===== config.mk =====
export PLATFORM = sky130hd
export DESIGN_NAME = decode_execute_reg
export DESIGN_NICKNAME = d
export VERILOG_FILES = /design/src/rtl/decode_execute_reg.sv
export SDC_FILE = /design/constraint.sdc
export NUM_CORES = 1
export LEC_CHECK = 0
export ABC_AREA = 1
export CAP_MARGIN = 20
export CORE_MARGIN = 10
export CORE_UTILIZATION = 38
export CTS_CLUSTER_SIZE = 8
export DETAILED_ROUTE_END_ITERATION = 7
export PLACE_DENSITY = 0.86
export SYNTH_ARGS = -nofsm -noshare
export SYNTH_HDL_FRONTEND = slang
export SYNTH_SLANG_ARGS = --single-unit

===== constraint.sdc =====
create_clock -name clk -period 2.1 [get_ports clk]
set_input_delay 0.42 -clock clk [delete_from_list [all_inputs] [get_ports clk]]
set_output_delay 0.42 -clock clk [all_outputs]
set_load 0.05 [all_outputs]

===== src/rtl/decode_execute_reg.sv =====
// decode_execute_reg: ID/EX pipeline register with M/W operand forwarding.
// Define HAZARD_STATS_EN to add saturating stall_cnt/flush_cnt event counters.
module decode_execute_reg (
   input  logic        clk,
   input  logic        rst_n,
   input  logic        valid_d,
   input  logic [31:0] pc_d,
   input  logic [31:0] rs1_data_d,
   input  logic [31:0] rs2_data_d,
   input  logic [31:0] imm_d,
   input  logic [4:0]  rd_d,
   input  logic        rd_valid_d,
   input  logic        mem_read_d,
   input  logic        mem_write_d,
   input  logic [3:0]  alu_op_d,
   input  logic [3:0]  fwd_sel,
   input  logic        stall,
   input  logic        flush,
   input  logic [31:0] alu_res_m,
   input  logic [31:0] reg_d_w,
   output logic        valid_e,
   output logic        rd_valid_e,
   output logic        mem_read_e,
   output logic        mem_write_e,
   output logic [31:0] pc_e,
   output logic [31:0] imm_e,
   output logic [4:0]  rd_e,
   output logic [3:0]  alu_op_e,
   output logic [31:0] op_a_e,
`ifdef HAZARD_STATS_EN
   output logic [31:0] op_b_e,
   output logic [31:0] stall_cnt,
   output logic [31:0] flush_cnt
`else
   output logic [31:0] op_b_e
`endif
);
   logic        load;
   logic        valid_e_d, rd_valid_e_d, mem_read_e_d, mem_write_e_d;
   logic        valid_e_q, rd_valid_e_q, mem_read_e_q, mem_write_e_q;
   logic [31:0] pc_e_d, imm_e_d, rs1_e_d, rs2_e_d;
   logic [31:0] pc_e_q, imm_e_q, rs1_e_q, rs2_e_q;
   logic [4:0]  rd_e_d, rd_e_q;
   logic [3:0]  alu_op_e_d, alu_op_e_q, fwd_e_d, fwd_e_q;

   // Anything other than a live, unstalled, unflushed instruction becomes an all-zero bubble.
   always_comb begin
      load          = valid_d & ~stall & ~flush;
      valid_e_d     = load;
      rd_valid_e_d  = load & rd_valid_d;
      mem_read_e_d  = load & mem_read_d;
      mem_write_e_d = load & mem_write_d;
      pc_e_d        = load ? pc_d       : 32'd0;
      imm_e_d       = load ? imm_d      : 32'd0;
      rs1_e_d       = load ? rs1_data_d : 32'd0;
      rs2_e_d       = load ? rs2_data_d : 32'd0;
      rd_e_d        = load ? rd_d       : 5'd0;
      alu_op_e_d    = load ? alu_op_d   : 4'd0;
      fwd_e_d       = load ? fwd_sel    : 4'd0;
   end

   always_ff @(posedge clk or negedge rst_n) begin
      if (!rst_n) begin
         valid_e_q     <= 1'b0;
         rd_valid_e_q  <= 1'b0;
         mem_read_e_q  <= 1'b0;
         mem_write_e_q <= 1'b0;
         pc_e_q        <= 32'd0;
         imm_e_q       <= 32'd0;
         rs1_e_q       <= 32'd0;
         rs2_e_q       <= 32'd0;
         rd_e_q        <= 5'd0;
         alu_op_e_q    <= 4'd0;
         fwd_e_q       <= 4'd0;
      end else begin
         valid_e_q     <= valid_e_d;
         rd_valid_e_q  <= rd_valid_e_d;
         mem_read_e_q  <= mem_read_e_d;
         mem_write_e_q <= mem_write_e_d;
         pc_e_q        <= pc_e_d;
         imm_e_q       <= imm_e_d;
         rs1_e_q       <= rs1_e_d;
         rs2_e_q       <= rs2_e_d;
         rd_e_q        <= rd_e_d;
         alu_op_e_q    <= alu_op_e_d;
         fwd_e_q       <= fwd_e_d;
      end
   end

   // Memory-stage result has priority over writeback data.
   always_comb begin
      op_a_e = fwd_e_q[0] ? alu_res_m : fwd_e_q[2] ? reg_d_w : rs1_e_q;
      op_b_e = fwd_e_q[1] ? alu_res_m : fwd_e_q[3] ? reg_d_w : rs2_e_q;
   end

   assign valid_e     = valid_e_q;
   assign rd_valid_e  = rd_valid_e_q;
   assign mem_read_e  = mem_read_e_q;
   assign mem_write_e = mem_write_e_q;
   assign pc_e        = pc_e_q;
   assign imm_e       = imm_e_q;
   assign rd_e        = rd_e_q;
   assign alu_op_e    = alu_op_e_q;

`ifdef HAZARD_STATS_EN
   logic [31:0] stall_cnt_d, stall_cnt_q, flush_cnt_d, flush_cnt_q;

   // A flush swallows a coincident stall, so only unflushed stalls count.
   always_comb begin
      stall_cnt_d = (stall & ~flush & ~&stall_cnt_q) ? stall_cnt_q + 32'd1 : stall_cnt_q;
      flush_cnt_d = (flush & ~&flush_cnt_q) ? flush_cnt_q + 32'd1 : flush_cnt_q;
   end

   always_ff @(posedge clk or negedge rst_n) begin
      if (!rst_n) begin
         stall_cnt_q <= 32'd0;
         flush_cnt_q <= 32'd0;
      end else begin
         stall_cnt_q <= stall_cnt_d;
         flush_cnt_q <= flush_cnt_d;
      end
   end

   assign stall_cnt = stall_cnt_q;
   assign flush_cnt = flush_cnt_q;
`endif
endmodule


# Word level (Yosys, flattened, before mapping)
# Index checks and enable logic that the tools add are counted.
[totals]
input_bits = 213
ff_bits = 145
out_inout_bits = 141
word_cells = 29
[op_classes]
n_bitwise = 7
n_mux = 11
[ops]
columns = ["op", "n"]
rows = [
  ["32-bit two-way mux", 8],
  ["4-bit two-way mux", 2],
  ["1-bit bitwise AND", 5],
  ["5-bit two-way mux", 1],
  ["1-bit NOT", 2],
]

# Depth between registers and ports, before layout
# Gate-level depths: netlist of the first run.
[logic_depth]
ltp_word = 4
ltp_mapped = 6
mapped_depth_nobuf = 4

# Worst setup path before layout of the first run
# Ideal clock, no wire load.
[synth_path]
path_kind = "reg-to-output"
startpoint = "register fwd_e_q[0]"
endpoint = "output op_a_e[0]"
t_arrival_ns = 1.180
required_time_ns = 1.680
path_stages_with_launch = 6
setup_slack_ns = 0.500
path_cell_list = "dfrtp_1 > clkbuf_1 > inv_1 > buf_2 > nand3_1 > nand2_1"
[synth_via]
elab_chain_cells = 1
[synth_rtl]
columns = ["item", "line", "source"]
rows = [
  ["start: declaration", "44", "logic [3:0] alu_op_e_d, alu_op_e_q, fwd_e_d, fwd_e_q;"],
  ["start signal: assignment", "86", "fwd_e_q <= fwd_e_d;"],
  ["32-bit two-way mux", "92", "op_a_e = fwd_e_q[0] ? alu_res_m : fwd_e_q[2] ? reg_d_w : rs1_e_q;"],
  ["end: declaration", "29", "output logic [31:0] op_a_e,"],
]
# No other way between the ends.

# Worst setup path after layout of the first run
[layout_path]
startpoint = "register imm_e_q[24] (netlist: imm_e[24])"
endpoint = "output imm_e[24]"
[layout_rtl]
columns = ["item", "line", "source"]
rows = [
  ["start: declaration", "42", "logic [31:0] pc_e_q, imm_e_q, rs1_e_q, rs2_e_q;"],
  ["start signal: assignment", "81", "imm_e_q <= imm_e_d;"],
  ["end: declaration", "26", "output logic [31:0] imm_e,"],
]
# No word-level cell between the ends.

==> summary by stage, run 1 <==
Global routing
The number of global-route vias before repair is about 6.9k. Across every metal layer, demand over resource in global routing totals between 20% and 30%. The number of antenna violations at the first check in global routing is 0. The wire length of the first global-routing pass is a little under 40000 um. The largest net degree at the start of global routing is between 100 and 150. After global routing the overflow that remains totals 0.

Placement
The weighted congestion at the end of routability-driven global placement is between 0.9 and 1. The count of input and output buffers is ~350. Prior to clock tree synthesis, the placed netlist has a worst setup slack of 290 ps.

The placed wire-length estimate after detailed placement is 19900 um.

Cells and area
The post-route netlist has under 10% of its cells at a drive strength greater than 1. The number of diodes added for antenna fixing is 0. The final net count is roughly 1.5k.

Across the whole layout, storage elements account for around 3600 sq um. Fill cells in the final layout number 1267. The multi-input combinational cells in the finished layout cover a total of 1840 sq um. The area overhead of the layout relative to synthesis is 76.7%.

STA
The max-slew violation count came to 0. The setup-violating endpoint count in the final report is 0. The worst path uses a little over nine tenths of the clock period. At the pin with the least slew margin, the transition time is 576 ps. The setup slack after layout is 73.2 ps. The count of final hold-check violations came to 0.

The worst pin sits at a relative slew slack of 61.5%. Derived from the worst setup path, the maximum achievable clock frequency is just under 500 MHz. The final critical-path required period is about 2000 ps. Setup repair after global routing left no endpoint under its margin.

After routing, the total negative slack on setup checks comes to 0 ps.

Synth
The mean area per synthesized cell is roughly 7.4 sq um. During synthesis, Yosys emitted a total of 0 warnings. The most area-hungry cell type in the Yosys netlist is sky130_fd_sc_hd__dfrtp_1.

The number of distinct library cells after synthesis is 9. The share of Yosys cell area claimed by the top area cell type is 54.8%. The register bit count reported by yosys is roughly 150. The cell area after synthesis is 6620 sq um. The number of nets in the synthesized netlist is 1114. The sequential share of the synthesized area is around 55%.

In the synthesized netlist, the number of instances is between 900 and 1k. By area the synthesized netlist is led by sky130_fd_sc_hd__dfrtp_1 (55%), sky130_fd_sc_hd__nand2_1 (15%), sky130_fd_sc_hd__inv_1 (14%).

Clock tree
Clock-pin slew was measured on the worst setup and hold paths at about 70 ps. The cell chosen for the clock root is sky130_fd_sc_hd__clkbuf_16. The H-tree was split into 4 levels. The CTS tree is yes.

Counting along the longest clock path gives a buffer depth of 2. Clock tree synthesis inserted a total of 17 buffers. The total clock sinks is around 150. Buffers added to address setup during post-CTS repair amount to 0.

Power and ir drop
The portion of total power attributed to combinational logic is between 20% and 30%. Of the total power, the share spent switching nets is between 20% and 30%. The clock network burns ~39% of the power. The internal power is approximately 5.4 mW. IR analysis of the VDD net gives a maximum drop of 0.571 mV. For this design the total switching power over the nets is around 2.1 mW.

The ratio of total power to cell area is about 640 nW/um^2. The sequential power share is ~39%. Summed over all cells, the static leakage comes to 6.39 nW.

Critical path
The count of buffer and inverter cells on the critical path is 1. The worst setup path is of the reg -> out kind. The kind of cell adding the most delay to the critical path is buffers and inverters.

The critical path data required time is approximately 1700 ps. The largest incremental delay on the critical path is 860 ps. Traced cell by cell, the critical path runs through clkdlybuf4s50_1.

The slowest cell on the critical path is sky130_fd_sc_hd__clkdlybuf4s50_1. The sort of element at the end of the critical path is an output pin. Along the worst path, the maximum fanout reaches 1. The arrival time reported for the critical path endpoint is 1610 ps. The startpoint kind of the worst setup timing path is a flip-flop.

Hold path
The worst hold-check path type is in -> async.

Routing
The average wire per standard cell is between 15 and 20 um. The first detailed-routing pass took 5 iterations. The via count normalized by instance count is roughly 4.5. The final antenna-violating net count is 0. The number of DRC violations after detailed routing is 0. The count of routing violations after the opening detailed-route iteration is between 300 and 400. The overall via count from detail_route is about 6.7k. The final wirelength is between 20000 and 30000 um.

Floorplan
approximately 350 I/O pins were placed. The core region is about 17000 sq um. The die is between 150 and 200 um tall. The number of rows created at floorplan is between 40 and 50. The floorplan step set the die width to between 150 and 200 um. The total die area is roughly 23000 sq um. The initial standard-cell utilization of the core is 38.6%.

Job
Across the run, the number of max-cap violations was 0.

Run status
The run finished with clean final reports.
## final timing paths
path,from,end,slack (ps),cells after the start
max in group asynchronous,rst_n,fwd_e_q[1],1040,3
min in group clk,pc_d[11],pc_e[11],510,3
setup / recovery,imm_e[24],imm_e[24],70,1
hold / removal,rst_n,rs2_e_q[21],430,2
## stage by stage
step	total power [mW]	area (sq um)	hold slack, ps	instances	utilization, %
after floorplan	3.62	6620	124	901	-
after global placement	4.59	11000	262	1451	64.1
after detailed placement	4.62	11000	261	1451	64.1
after CTS	7.56	11600	401	1484	67.7
after global routing	7.78	11700	409	1486	68.1
final	7.48	11700	431	1486	68.1
## state kept, by name (all words and copies together), names as in the netlist
signal,cells
mem_write_e,1
valid_e,1
rs1_e_q,32
pc_e,32
mem_read_e,1
fwd_e_q,4
alu_op_e,4
imm_e,32
rd_valid_e,1
rs2_e_q,32
rd_e,5
## cell families after synthesis
kind of cell           share of synthesized area, %
buffers and inverters                          17.6
flip-flops                                     54.8
AND/OR/NAND/NOR                                27.7
## Yosys cell counts
cell                       number
sky130_fd_sc_hd__buf_2         23
sky130_fd_sc_hd__buf_6          6
sky130_fd_sc_hd__clkbuf_1      14
sky130_fd_sc_hd__dfrtp_1      145
sky130_fd_sc_hd__inv_1        247
sky130_fd_sc_hd__nand2_1      256
sky130_fd_sc_hd__nand2_2        1
sky130_fd_sc_hd__nand3_1       64
sky130_fd_sc_hd__nor2_1       145
## cells in the final DEF (no fill, tap or decap), types with 2 or more instances in the layout
master / n
sky130_fd_sc_hd__nand2_1: 255
sky130_fd_sc_hd__clkdlybuf4s50_1: 287
sky130_fd_sc_hd__nand3_1: 64
sky130_fd_sc_hd__inv_1: 244
sky130_fd_sc_hd__inv_2: 2
sky130_fd_sc_hd__buf_6: 3
sky130_fd_sc_hd__nor2_1: 145
sky130_fd_sc_hd__buf_4: 5
sky130_fd_sc_hd__clkinv_4: 2
sky130_fd_sc_hd__buf_12: 71
sky130_fd_sc_hd__clkbuf_16: 19
sky130_fd_sc_hd__inv_6: 5
sky130_fd_sc_hd__dfrtp_1: 144
sky130_fd_sc_hd__clkinvlp_4: 4
sky130_fd_sc_hd__buf_8: 2
## final cells by class
class,count,share of cell area (%)
clock buffers,19,3.78
clock inverters,13,1.08
inverters,247,7.94
multi-input cells,466,15.7
flip-flops and latches,145,31.0
well taps,225,2.41
repair buffers,371,38.1
## metal layers
metal / routed length, um / track usage, % / up-vias
li1: - / - / 3194
met1: 9810 / 23.7 / 3107
met2: 13100 / 36.9 / 335
met3: 2620 / 8.92 / 49
met4: 855 / 9.03 / 0
met5: 0 / 0 / -
## power by group through the flow
stage	Combinational, mW	Clock (mW)	Sequential [mW]
floorplan	0.546	0	3.07
global placement	1.65	0	2.93
detailed placement	1.68	0	2.94
CTS	1.70	2.98	2.88
global route	1.79	3.10	2.89
finish	1.69	2.90	2.89
## repair_timing
action,4_1_cts,5_1_grt
setup endpoints to repair,36,23
hold buffers,1,0
gates cloned,0,2
resized for setup,10,12
hold endpoints to repair,13,0
(Power assumes the default switching activity.)
==> inputs of run 2 (changes only) <==
--- a/config.mk
+++ b/config.mk
@@ -11,6 +11,7 @@
 export CORE_UTILIZATION = 38
 export CTS_CLUSTER_SIZE = 8
 export DETAILED_ROUTE_END_ITERATION = 7
+export GPL_ROUTABILITY_DRIVEN = 0
 export PLACE_DENSITY = 0.86
 export SYNTH_ARGS = -nofsm -noshare
 export SYNTH_HDL_FRONTEND = slang
==> results of run 2 <==
No change in the layout: final DEF, timing and power equal those of run 1.
